===== src/rtl/alu_hazard_ctrl.sv =====
// Decode-stage hazard/forwarding controller: tracks EX/MEM/WB destinations, produces
// operand forwarding selects, load-use stall, EX bubbles and the WB register-file write port.
module alu_hazard_ctrl #(
  parameter int REG_W = 5,
  parameter int CNT_W = 16
) (
  input  logic             clk,
  input  logic             reset,
  input  logic             valid_dec,
  input  logic [REG_W-1:0] ra_dec,
  input  logic [REG_W-1:0] rb_dec,
  input  logic             use_a_dec,
  input  logic             use_b_dec,
  input  logic [REG_W-1:0] RW_dec,
  input  logic             we_dec,
  input  logic             mem_mux_sel_dec,
  input  logic             flush,
  input  logic             mem_busy,
  output logic             stall,
  output logic [1:0]       fwd_a,
  output logic [1:0]       fwd_b,
  output logic             valid_ex,
  output logic             rf_we,
  output logic [REG_W-1:0] rf_waddr,
  output logic [CNT_W-1:0] stall_cnt
);

  // Stage entries: _p0 = EX, _p1 = MEM, _p2 = WB. The load flag only matters in EX
  // (load-use detection and the EX forward path), so it is not carried further.
  logic             vld_p0, we_p0, ld_p0;
  logic [REG_W-1:0] rw_p0;
  logic             vld_p1, we_p1;
  logic [REG_W-1:0] rw_p1;
  logic             vld_p2, we_p2;
  logic [REG_W-1:0] rw_p2;

  logic ex_hit_a, mem_hit_a, wb_hit_a;
  logic ex_hit_b, mem_hit_b, wb_hit_b;
  logic lu;

  function automatic logic hit(input logic v, input logic we,
                               input logic [REG_W-1:0] rw, input logic [REG_W-1:0] r);
    return v & we & (rw == r) & (r != '0);
  endfunction

  function automatic logic [1:0] fwd_enc(input logic use_r, input logic ex_h, input logic ex_ld,
                                         input logic mem_h, input logic wb_h);
    if (!use_r)              return 2'b00;
    else if (ex_h && !ex_ld) return 2'b01;
    else if (mem_h)          return 2'b10;
    else if (wb_h)           return 2'b11;
    else                     return 2'b00;
  endfunction

  function automatic logic [CNT_W-1:0] sat_inc(input logic [CNT_W-1:0] c);
    return (&c) ? c : c + 1'b1;
  endfunction

  always_comb begin
    ex_hit_a  = hit(vld_p0, we_p0, rw_p0, ra_dec);
    mem_hit_a = hit(vld_p1, we_p1, rw_p1, ra_dec);
    wb_hit_a  = hit(vld_p2, we_p2, rw_p2, ra_dec);
    ex_hit_b  = hit(vld_p0, we_p0, rw_p0, rb_dec);
    mem_hit_b = hit(vld_p1, we_p1, rw_p1, rb_dec);
    wb_hit_b  = hit(vld_p2, we_p2, rw_p2, rb_dec);
    fwd_a     = fwd_enc(use_a_dec, ex_hit_a, ld_p0, mem_hit_a, wb_hit_a);
    fwd_b     = fwd_enc(use_b_dec, ex_hit_b, ld_p0, mem_hit_b, wb_hit_b);
    lu        = valid_dec & ld_p0 & ((use_a_dec & ex_hit_a) | (use_b_dec & ex_hit_b));
    stall     = mem_busy | (lu & ~flush);
  end

  assign valid_ex = vld_p0;
  assign rf_we    = vld_p2 & we_p2;
  assign rf_waddr = rw_p2;

  // Decode -> EX -> MEM -> WB; everything freezes while memory is busy
  always_ff @(posedge clk or negedge reset) begin
    if (!reset) begin
      vld_p0 <= 1'b0; we_p0 <= 1'b0; ld_p0 <= 1'b0; rw_p0 <= '0;
      vld_p1 <= 1'b0; we_p1 <= 1'b0; rw_p1 <= '0;
      vld_p2 <= 1'b0; we_p2 <= 1'b0; rw_p2 <= '0;
      stall_cnt <= '0;
    end else if (!mem_busy) begin
      vld_p2 <= vld_p1; we_p2 <= we_p1; rw_p2 <= rw_p1;
      vld_p1 <= vld_p0; we_p1 <= we_p0; rw_p1 <= rw_p0;
      if (flush || lu || !valid_dec) begin
        vld_p0 <= 1'b0; we_p0 <= 1'b0; ld_p0 <= 1'b0; rw_p0 <= '0;
      end else begin
        vld_p0 <= 1'b1; we_p0 <= we_dec; ld_p0 <= mem_mux_sel_dec; rw_p0 <= RW_dec;
      end
      if (lu && !flush) stall_cnt <= sat_inc(stall_cnt);
    end
  end

endmodule


===== config.mk =====
export PLATFORM = sky130hd
export DESIGN_NAME = alu_hazard_ctrl
export DESIGN_NICKNAME = d
export VERILOG_FILES = /design/src/rtl/alu_hazard_ctrl.sv
export SDC_FILE = /design/constraint.sdc
export NUM_CORES = 1
export LEC_CHECK = 0
export CAP_MARGIN = 20
export CORE_ASPECT_RATIO = 0.9
export CORE_MARGIN = 1
export CORE_UTILIZATION = 45
export CTS_CLUSTER_DIAMETER = 50
export DETAILED_ROUTE_END_ITERATION = 6
export PLACE_DENSITY = 0.79
export RECOVER_POWER = 100
export SYNTH_ARGS = -nofsm -noshare
export SYNTH_HDL_FRONTEND = slang
export SYNTH_SLANG_ARGS = --single-unit
export TNS_END_PERCENT = 30

===== constraint.sdc =====
create_clock -name clk -period 6.2 [get_ports clk]
set_input_delay 1.24 -clock clk [delete_from_list [all_inputs] [get_ports clk]]
set_output_delay 1.24 -clock clk [all_outputs]
set_load 0.1 [all_outputs]

==> run summary <==
outcome: complete, but fails checks
failing checks: max-capacitance violations, max-slew violations
Via density: 5.26
Max-slew headroom: -0.325
Setup Fix Bufs, Post-CTS: 0
PortBufs: 51
depth of the CTS H-tree: 2
Detailed Routing Iterations Pass 1: 4
Core Box Area: 0.00443 mm2
GPL Wtd Cong: 0.894
CTS tree: built
Max Freq: 194 MHz
HPWL after DPL: 3230 um
Peak VDD IR: 0.151 mV
Reg clk slew, reported paths: 0.07 ns
Total Neg Setup Slack: 0 ns
vias in the first global route: 1490
vias: 1566
hold_buf cts: 0
CTS sink count: 38
CTS buffer count: 5
fillers: 415
Slew @ Worst Pin: 1.99 ns
Root Buffer Master: clkbuf_8
Synth area leaders: dfrtp_1, xnor2_1, mux2_2
Die H: 66.4 um
Synth Register Bits: 38
antenna violations before repair: 0
Slew Limit Fails: 39
RSZ-0062 raised after global routing: no
number of I/O pins: 52
Mapped Cells: 182
CP Launch Type: input pin
total congestion overflow: 0
drt wl/cell: 14.9 um
Mapped Area: 0.00207 mm2
Total GRT Usage: 0.198
worst-path maximum fanout: 4
Final ANT Viol Nets: 0
largest net degree at the start of global routing: 39
Yosys top cell area share: 0.459
Synth area leader: dfrtp_1
sequential share of the synthesized area: 0.459
period utilization: 0.831
Starting Density: 0.468
final core utilization: 0.602
Post-Syn Nets: 207
ANT cells: 0
total leakage power: 1.26 nW
share of cells above drive strength 1: 0.119
P&R area growth vs syn: 28.8%
Final nets: 260
crit path DAT: 3.91 ns
first-pass GRT wire length: 7270 um
Critical Path RT: 4.96 ns
Die W: 73.5 um
Hold Vio Cnt, Final: 0
post-synthesis area per instance: 11.4 um2
Site Rows: 23
first-iteration detailed-routing DRC count: 59
Power Density: 208 mW/mm2
CTS Buffer Depth: 2
die area: 0.00488 mm2
Setup-failing EPs final: 0
DRC Markers: 0
Worst Setup End Kind: primary output
Yosys cell types: 32
max cap viols: 1
post-cts sizing count: 0
Tmin final: 5.15 ns
Worst Setup Path Type: input pin to primary output
clk_skew: 0.00813 ns
Ys Warns: 0
worst hold path type: flip-flop to flip-flop
Post-Route WL: 4430 um
worst-skew pair later-pin latency: 0.30 ns
-- kinds of logic after synthesis --
group	share of synthesized area
muxes	0.0815
buffers and inverters	0.0296
xor gates and xnor gates	0.194
and+or+nand+nor	0.163
AOI/OAI and AO/OA	0.0670
DFF	0.459
adders and majority gates	0.00604
-- layout make-up --
cell class              instances  area [um2]  area share
flip-flops and latches         38         951       0.356
repair buffers                 51         479       0.180
well taps                      62        77.6      0.0291
inverters                       5        18.8     0.00703
clock inverters                 2        12.5     0.00469
multi-input cells             134        1050       0.392
clock buffers                   6        82.6      0.0309
-- critical path: stages --
cell and delay, ns:
dlygate4sd3_1 0.63, xor2_1 0.17, nor4_1 0.28, nand4_1 0.15, a211oi_1 0.20, dlygate4sd3_1 1.22
-- Yosys cell counts --
| cell | number |
|---|---|
| a211o_1 | 2 |
| a211oi_1 | 2 |
| a21o_1 | 1 |
| a21oi_1 | 1 |
| a22o_1 | 7 |
| a31oi_1 | 1 |
| a41o_1 | 1 |
| and2_1 | 1 |
| and3_1 | 7 |
| and4_1 | 1 |
| buf_12 | 1 |
| buf_6 | 1 |
| clkbuf_1 | 3 |
| dfrtp_1 | 38 |
| ha_1 | 1 |
| inv_1 | 5 |
| mux2_2 | 15 |
| nand2_1 | 10 |
| nand3_1 | 5 |
| nand3_2 | 3 |
| nand3b_1 | 1 |
| nand4_1 | 10 |
| nand4_4 | 1 |
| nor2_1 | 7 |
| nor2b_1 | 3 |
| nor3_1 | 3 |
| nor3_2 | 1 |
| nor4_1 | 4 |
| o32ai_2 | 1 |
| xnor2_1 | 25 |
| xnor2_2 | 1 |
| xor2_1 | 19 |
-- power by group --
part	internal [mW]	leakage [nW]	total [mW]	switching [mW]
clock	0.0893	0.0472	0.178	0.0889
sequential	0.259	0.519	0.274	0.0148
combinational	0.0412	0.698	0.103	0.0621
total	0.390	1.26	0.555	0.166
-- path summary, 6_finish.rpt --
kind | from | to | slack [ns] | cells after the start
max | ra_dec[4] | fwd_a[1] | 1.05 | 6
min | stall_cnt[13] | stall_cnt[13] | 0.50 | 1
max reg2reg | rw_p0[4] | stall_cnt[1] | 3.67 | 5
min reg2reg | stall_cnt[13] | stall_cnt[13] | 0.50 | 1
max in group asynchronous | reset | rw_p1[1] | 3.56 | 1
min in group asynchronous | reset | stall_cnt[9] | 1.50 | 1
-- state kept, by name, summed over array words and instances (netlist names) --
register and cells:
ld_p0 1, rf_waddr 5, rw_p0 5, rw_p1 5, stall_cnt 16, valid_ex 1, vld_p1 1, vld_p2 1
we_p0 1, we_p1 1, we_p2 1
-- cell usage in the layout (no fill, tap or decap), types with 2 or more instances in the layout --
master            n
xor2_1           19
mux2_2           15
nor3_1            3
xnor2_1          25
nor2_1            7
dfrtp_1          38
nand4_1          10
clkdlybuf4s50_1  20
nand3_1           6
clkbuf_8          6
nand3_2           2
a22o_1            7
nand2_1          10
nor4_1            4
clkbuf_1          5
dlygate4sd3_1    26
nor2b_1           3
a211o_1           2
a211oi_1          2
inv_1             5
and3_1            7
-- layer usage --
| metal | vias to the layer above | track usage | routed length (um) |
|---|---|---|---|
| met1 | 755 | 0.273 | 2090 |
| met2 | 58 | 0.298 | 1890 |
| met4 | 0 | 0.0577 | 54 |
| li1 | 749 | - | - |
| met5 | - | 0 | 0 |
| met3 | 4 | 0.0625 | 393 |
-- metrics by stage --
| step | instance area [um2] | std cells | total power [mW] | setup slack (ns) | hold WS, ns |
|---|---|---|---|---|---|
| after floorplan | 2070 | 182 | 0.343 | 0.901 | 0.479 |
| after global placement | 2600 | 290 | 0.383 | 1.21 | 0.477 |
| after detailed placement | 2600 | 290 | 0.385 | 1.17 | 0.485 |
| after CTS | 2700 | 298 | 0.565 | 1.17 | 0.505 |
| after global routing | 2670 | 298 | 0.582 | 0.945 | 0.526 |
| final | 2670 | 298 | 0.555 | 1.05 | 0.496 |
No activity file was read; power rests on OpenSTA's default activity.
